File: config.mk
export PLATFORM = sky130hd
export DESIGN_NAME = alu_cmd_sequencer
export DESIGN_NICKNAME = d
export VERILOG_FILES = /design/src/rtl/alu_cmd_sequencer.sv
export SDC_FILE = /design/constraint.sdc
export NUM_CORES = 1
export LEC_CHECK = 0
export ABC_AREA = 1
export CAP_MARGIN = 20
export CORE_ASPECT_RATIO = 0.5
export CORE_MARGIN = 1.5
export CORE_UTILIZATION = 42
export CTS_CLUSTER_DIAMETER = 50
export DETAILED_ROUTE_END_ITERATION = 16
export HOLD_SLACK_MARGIN = 0.02
export MAX_ROUTING_LAYER = met4
export PLACE_DENSITY_LB_ADDON = 0.08
export RECOVER_POWER = 25
export SYNTH_ARGS = -nofsm -noshare
export SYNTH_HDL_FRONTEND = slang
export SYNTH_SLANG_ARGS = --single-unit
File: constraint.sdc
create_clock -name CLK -period 2.7 [get_ports CLK]
set_input_delay 0.54 -clock CLK [delete_from_list [all_inputs] [get_ports CLK]]
set_output_delay 0.54 -clock CLK [all_outputs]
set_load 0.01 [all_outputs]
File: src/rtl/alu_cmd_sequencer.sv
// Command front-end for the signed ALU sub-units: decode, issue, wait
// for the unit flag (with watchdog) and return the result.
module alu_cmd_sequencer #(
    parameter int DATA_WIDTH = 16,
    parameter int OUT_WIDTH  = 32,
    parameter int TIMEOUT    = 8
) (
    input  logic                  CLK,
    input  logic                  RST,
    input  logic                  cmd_valid,
    output logic                  cmd_ready,
    input  logic [3:0]            cmd_fun,
    input  logic [DATA_WIDTH-1:0] cmd_a,
    input  logic [DATA_WIDTH-1:0] cmd_b,
    output logic [DATA_WIDTH-1:0] A,
    output logic [DATA_WIDTH-1:0] B,
    output logic [1:0]            ALU_FUN,
    output logic                  Arith_Enable,
    output logic                  Logic_Enable,
    output logic                  CMP_Enable,
    output logic                  Shift_Enable,
    input  logic [OUT_WIDTH-1:0]  Arith_OUT,
    input  logic [DATA_WIDTH-1:0] Logic_OUT,
    input  logic [1:0]            CMP_OUT,
    input  logic [DATA_WIDTH-1:0] Shift_OUT,
    input  logic                  Arith_Flag,
    input  logic                  Logic_Flag,
    input  logic                  CMP_Flag,
    input  logic                  Shift_Flag,
    output logic                  rsp_valid,
    input  logic                  rsp_ready,
    output logic [OUT_WIDTH-1:0]  rsp_data,
    output logic [1:0]            rsp_unit,
    output logic                  rsp_timeout
);
    typedef enum logic [1:0] {IDLE, WAIT, RESP} state_t;

    localparam logic [7:0] LAST = 8'(TIMEOUT - 1);

    state_t               state, state_n;
    logic [1:0]           unit;
    logic [7:0]           cnt;
    logic [3:0]           en;
    logic                 flag_sel;
    logic [OUT_WIDTH-1:0] res_sel;
    logic                 accept, hit, expire;

    assign cmd_ready    = (state == IDLE);
    assign rsp_valid    = (state == RESP);
    assign accept       = cmd_ready && cmd_valid;
    assign Arith_Enable = en[0];
    assign Logic_Enable = en[1];
    assign CMP_Enable   = en[2];
    assign Shift_Enable = en[3];

    always_comb begin
        flag_sel = 1'b0;
        res_sel  = '0;
        unique case (unit)
            2'd0: begin flag_sel = Arith_Flag; res_sel = Arith_OUT; end
            2'd1: begin flag_sel = Logic_Flag; res_sel = OUT_WIDTH'(Logic_OUT); end
            2'd2: begin flag_sel = CMP_Flag;   res_sel = OUT_WIDTH'(CMP_OUT); end
            2'd3: begin flag_sel = Shift_Flag; res_sel = OUT_WIDTH'(Shift_OUT); end
            default: ;
        endcase
    end

    // First WAIT cycle (cnt == 0) ignores the flag to reject stale results
    assign hit    = (state == WAIT) && (cnt != 8'd0) && flag_sel;
    assign expire = (state == WAIT) && (cnt == LAST) && !hit;

    always_comb begin
        state_n = state;
        unique case (state)
            IDLE:    if (accept) state_n = WAIT;
            WAIT:    if (hit || expire) state_n = RESP;
            RESP:    if (rsp_ready) state_n = IDLE;
            default: state_n = IDLE;
        endcase
    end

    always_ff @(posedge CLK) begin
        if (RST) begin
            state       <= IDLE;
            A           <= '0;
            B           <= '0;
            ALU_FUN     <= '0;
            unit        <= '0;
            cnt         <= '0;
            en          <= '0;
            rsp_data    <= '0;
            rsp_unit    <= '0;
            rsp_timeout <= 1'b0;
        end else begin
            state <= state_n;
            if (accept) begin
                A       <= cmd_a;
                B       <= cmd_b;
                ALU_FUN <= cmd_fun[1:0];
                unit    <= cmd_fun[3:2];
                en      <= 4'b0001 << cmd_fun[3:2];
                cnt     <= '0;
            end
            if (state == WAIT) begin
                cnt <= cnt + 8'd1;
                if (hit) begin
                    en          <= '0;
                    rsp_data    <= res_sel;
                    rsp_unit    <= unit;
                    rsp_timeout <= 1'b0;
                end else if (expire) begin
                    en          <= '0;
                    rsp_data    <= '0;
                    rsp_unit    <= unit;
                    rsp_timeout <= 1'b1;
                end
            end
        end
    end
endmodule

==> metrics.csv <==
stage,metric,value,unit
run_status,outcome,completed,
global_routing,busiest layer in global routing,met2,
global_routing,antenna violations before repair,0,
synthesis,Yosys reg bits,85,
global_routing,GRT overflow,0,
cells_and_area,antenna cells,0,
global_routing,largest net degree at the start of global routing,59,
timing,WHS,468,ps
synthesis,share of flip-flops with an asynchronous set or reset,0,%
clock_network,Post-CTS Setup Bufs,0,
worst_setup_path,CP Launch Type,input port,
synthesis,Synthesized Nets,633,
synthesis,share of the synthesized area in the top cell type,46.0,%
clock_network,H-tree levels,3,
clock_network,CTS tree,yes,
timing,Worst Max-Slew Pin Slew,789,ps
power,P_leak,2.47,nW
die,io pins,185,
timing,f_max,0.447,GHz
worst_setup_path,required time worst endpoint,2950,ps
synthesis,"Avg Cell Area, Syn",7.09,um2
placed_design,placed insts,794,
power,maximum VDD drop,0.366,mV
placed_design,HPWL after DPL,7.48,mm
detailed_routing,drt total wl,10.3,mm
clock_network,Root Buffer,clkbuf_16,
timing,min Tclk post-route,2240,ps
synthesis,Post-synth EDFFs,0,
detailed_routing,DR DRC count,0,
timing,"Slew Viols, Final",0,
clock_network,post_cts resized,0,
die,Initial Util,44.8,%
synthesis,Mapped Cells,521,
detailed_routing,wire per inst,12.7,um
detailed_routing,drt first pass iters,4,
timing,Clock Skews,4.59,ps
placed_design,number of port buffers,184,
synthesis,most frequent cell after synthesis,nand2_1,
cells_and_area,layout cells sized above 1,5.88,%
synthesis,synthesized area,3700,um2
worst_setup_path,critical path class,in2reg,
clock_network,Max clock buf depth,2,
timing,Final Hold Viols,0,
synthesis,Synth Warn #,0,
synthesis,post-synthesis sequential area ratio,46.0,%
clock_network,"Reg clk slew, reported paths",60,ps
worst_setup_path,reg2reg start,state[0],
cells_and_area,Layout Cells excl Fill,809,
die,Die Y,69.3,um
timing,TNS Setup,0,ps
global_routing,GR Layer Usage met3,7.02,%
run,Max-Cap Viols,0,
detailed_routing,via/cell ratio,4.81,
worst_setup_path,Critical Path AT,2490,ps
synthesis,Post-synth top cells,"110 x nand2_1, 104 x nor2_1, 85 x dfxtp_1, 46 x o21ai_0, 43 x inv_1",
detailed_routing,Starting DRT DRC Count,203,
clock_network,# clock sinks,85,
power,Power Dens Cells,522,nW/um2
synthesis,leading post-synthesis cells by cell area,"dfxtp_1 46%, nand2_1 11%, nor2_1 11%",
worst_setup_path,CP Capture Point,cnt[0],
worst_setup_path,worst setup path startpoint,cmd_valid,
global_routing,GR Util met2,36.7,%
worst_setup_path,reg-to-reg setup timing slack,750,ps
die,Die X,136,um
worst_setup_path,RR Endpoint,cnt[0],
detailed_routing,DR vias,3890,
worst_setup_path,R2R cell count,7,
die,core area,8260,um2
min_path,Worst Hold Class,reg2reg,
clock_network,CTS Hold Bufs,0,
global_routing,vias in the first global route,3529,
timing,Final setup viols,0,
global_routing,global-route wire length before repair,16.5,mm
timing,Tcrit/Tclk final,82.9,%
cells_and_area,final core utilization,70.9,%
clock_network,Num CTS Buffers,9,
die,row cnt,23,
cells_and_area,Fill cells,719,
detailed_routing,Routed Antenna Nets,0,
synthesis,"Top FF cell, synth",dfxtp_1,
timing,Slew HR,47.4,%
die,Die Area,9410,um2
placed_design,final RePlAce weighted congestion,0.809,
cells_and_area,Layout area overhead,58.5,%
clock_network,Worst-Skew Late Latency,330,ps
global_routing,GR Util met1,27.2,%
worst_setup_path,Setup crit end kind,flip-flop,
global_routing,Total Routing Usage GR,22.5,%
synthesis,Synth area leader,dfxtp_1,
synthesis,Netlist cell types,29,
worst_setup_path,"Max FO, Critical Path",45,
cells_and_area,fin nets,805,
timing,unrepaired setup endpoints after global routing,false,
-- worst min-delay path by stage --
stage | slack, ps | to | from | cells past startpoint
global placement | 450 | rsp_data[15] | rsp_data[15] | 2
floorplan | 470 | cnt[4] | cnt[4] | 2
global route | 500 | rsp_data[15] | rsp_data[15] | 2
detailed placement | 460 | rsp_data[12] | rsp_data[12] | 2
CTS | 470 | rsp_data[12] | rsp_data[12] | 2
finish | 470 | rsp_data[15] | rsp_data[15] | 2
-- worst max-delay path: stages --
cell and delay (ps):
dlygate4sd3_1 530, nand2_1 60, clkbuf_2 610, inv_2 160, nor2_1 340, nor2_1 70, a211oi_1 150
-- flip-flops by register name, indices dropped and copies added, names as in the netlist --
signal and flops:
B 16, cnt 8, ALU_FUN 2, en 4, state 2, rsp_timeout 1
unit 2, A 16, rsp_data 32, rsp_unit 2
-- through the flow --
step           setup slack [ps]  instance area [um2]  power (mW)
2_1_floorplan              1180                 3700        1.65
3_3_place_gp                468                 5610        1.99
3_5_place_dp                394                 5610        2.00
4_1_cts                     745                 5870        3.09
5_1_grt                     271                 5860        3.21
6_report                    462                 5860        3.06
-- report_power, final --
group,leakage (nW),total [mW],switching [mW],internal (mW)
Clock,0.134,1.10,0.466,0.636
Sequential,0.694,1.36,0.0389,1.32
Combinational,1.64,0.593,0.271,0.322
-- layout make-up --
cell class / count / area (um2) / area share (%)
Multi-Input combinational cell: 359 / 1670 / 28.6
Timing Repair Buffer: 190 / 1900 / 32.4
Tap cell: 112 / 140 / 2.39
Clock buffer: 10 / 239 / 4.08
Clock inverter: 5 / 27.5 / 0.470
Sequential cell: 85 / 1700 / 29.0
Inverter: 48 / 180 / 3.08
-- cell usage in the layout, fill, tap and decap left out, drive strengths merged --
cell           synthesis  final
clkdlybuf4s50          0    171
nand2                114    114
nor2                 106    106
dfxtp                 85     85
o21ai                 53     53
inv                   47     48
nand3                 35     35
nand4                 32     32
dlygate4sd3            0     13
clkbuf                14     11
a21oi                  7      7
buf                   15      5
nor3                   4      4
clkinv                 1      4
a22oi                  3      3
ha                     2      2
o21a                   1      1
nor3b                  1      1
a211oi                 1      1
clkinvlp               0      1
-- routing by layer --
layer | vias to the layer above | routed length (um)
met5 | - | 0
met4 | 0 | 129
met3 | 11 | 855
met2 | 130 | 4710
met1 | 1731 | 4580
li1 | 2018 | -
-- kinds of logic (layout without fill, tap and decap cells) --
group | after synthesis | in the layout | share of synthesized area [%]
AOI/OAI and AO/OA | 65 | 65 | 9.75
DFF | 85 | 85 | 46.0
and+or+nand+nor | 292 | 292 | 34.8
buffers and inverters | 77 | 253 | 8.77
adders and majority gates | 2 | 2 | 0.677
(Power assumes the default switching activity.)
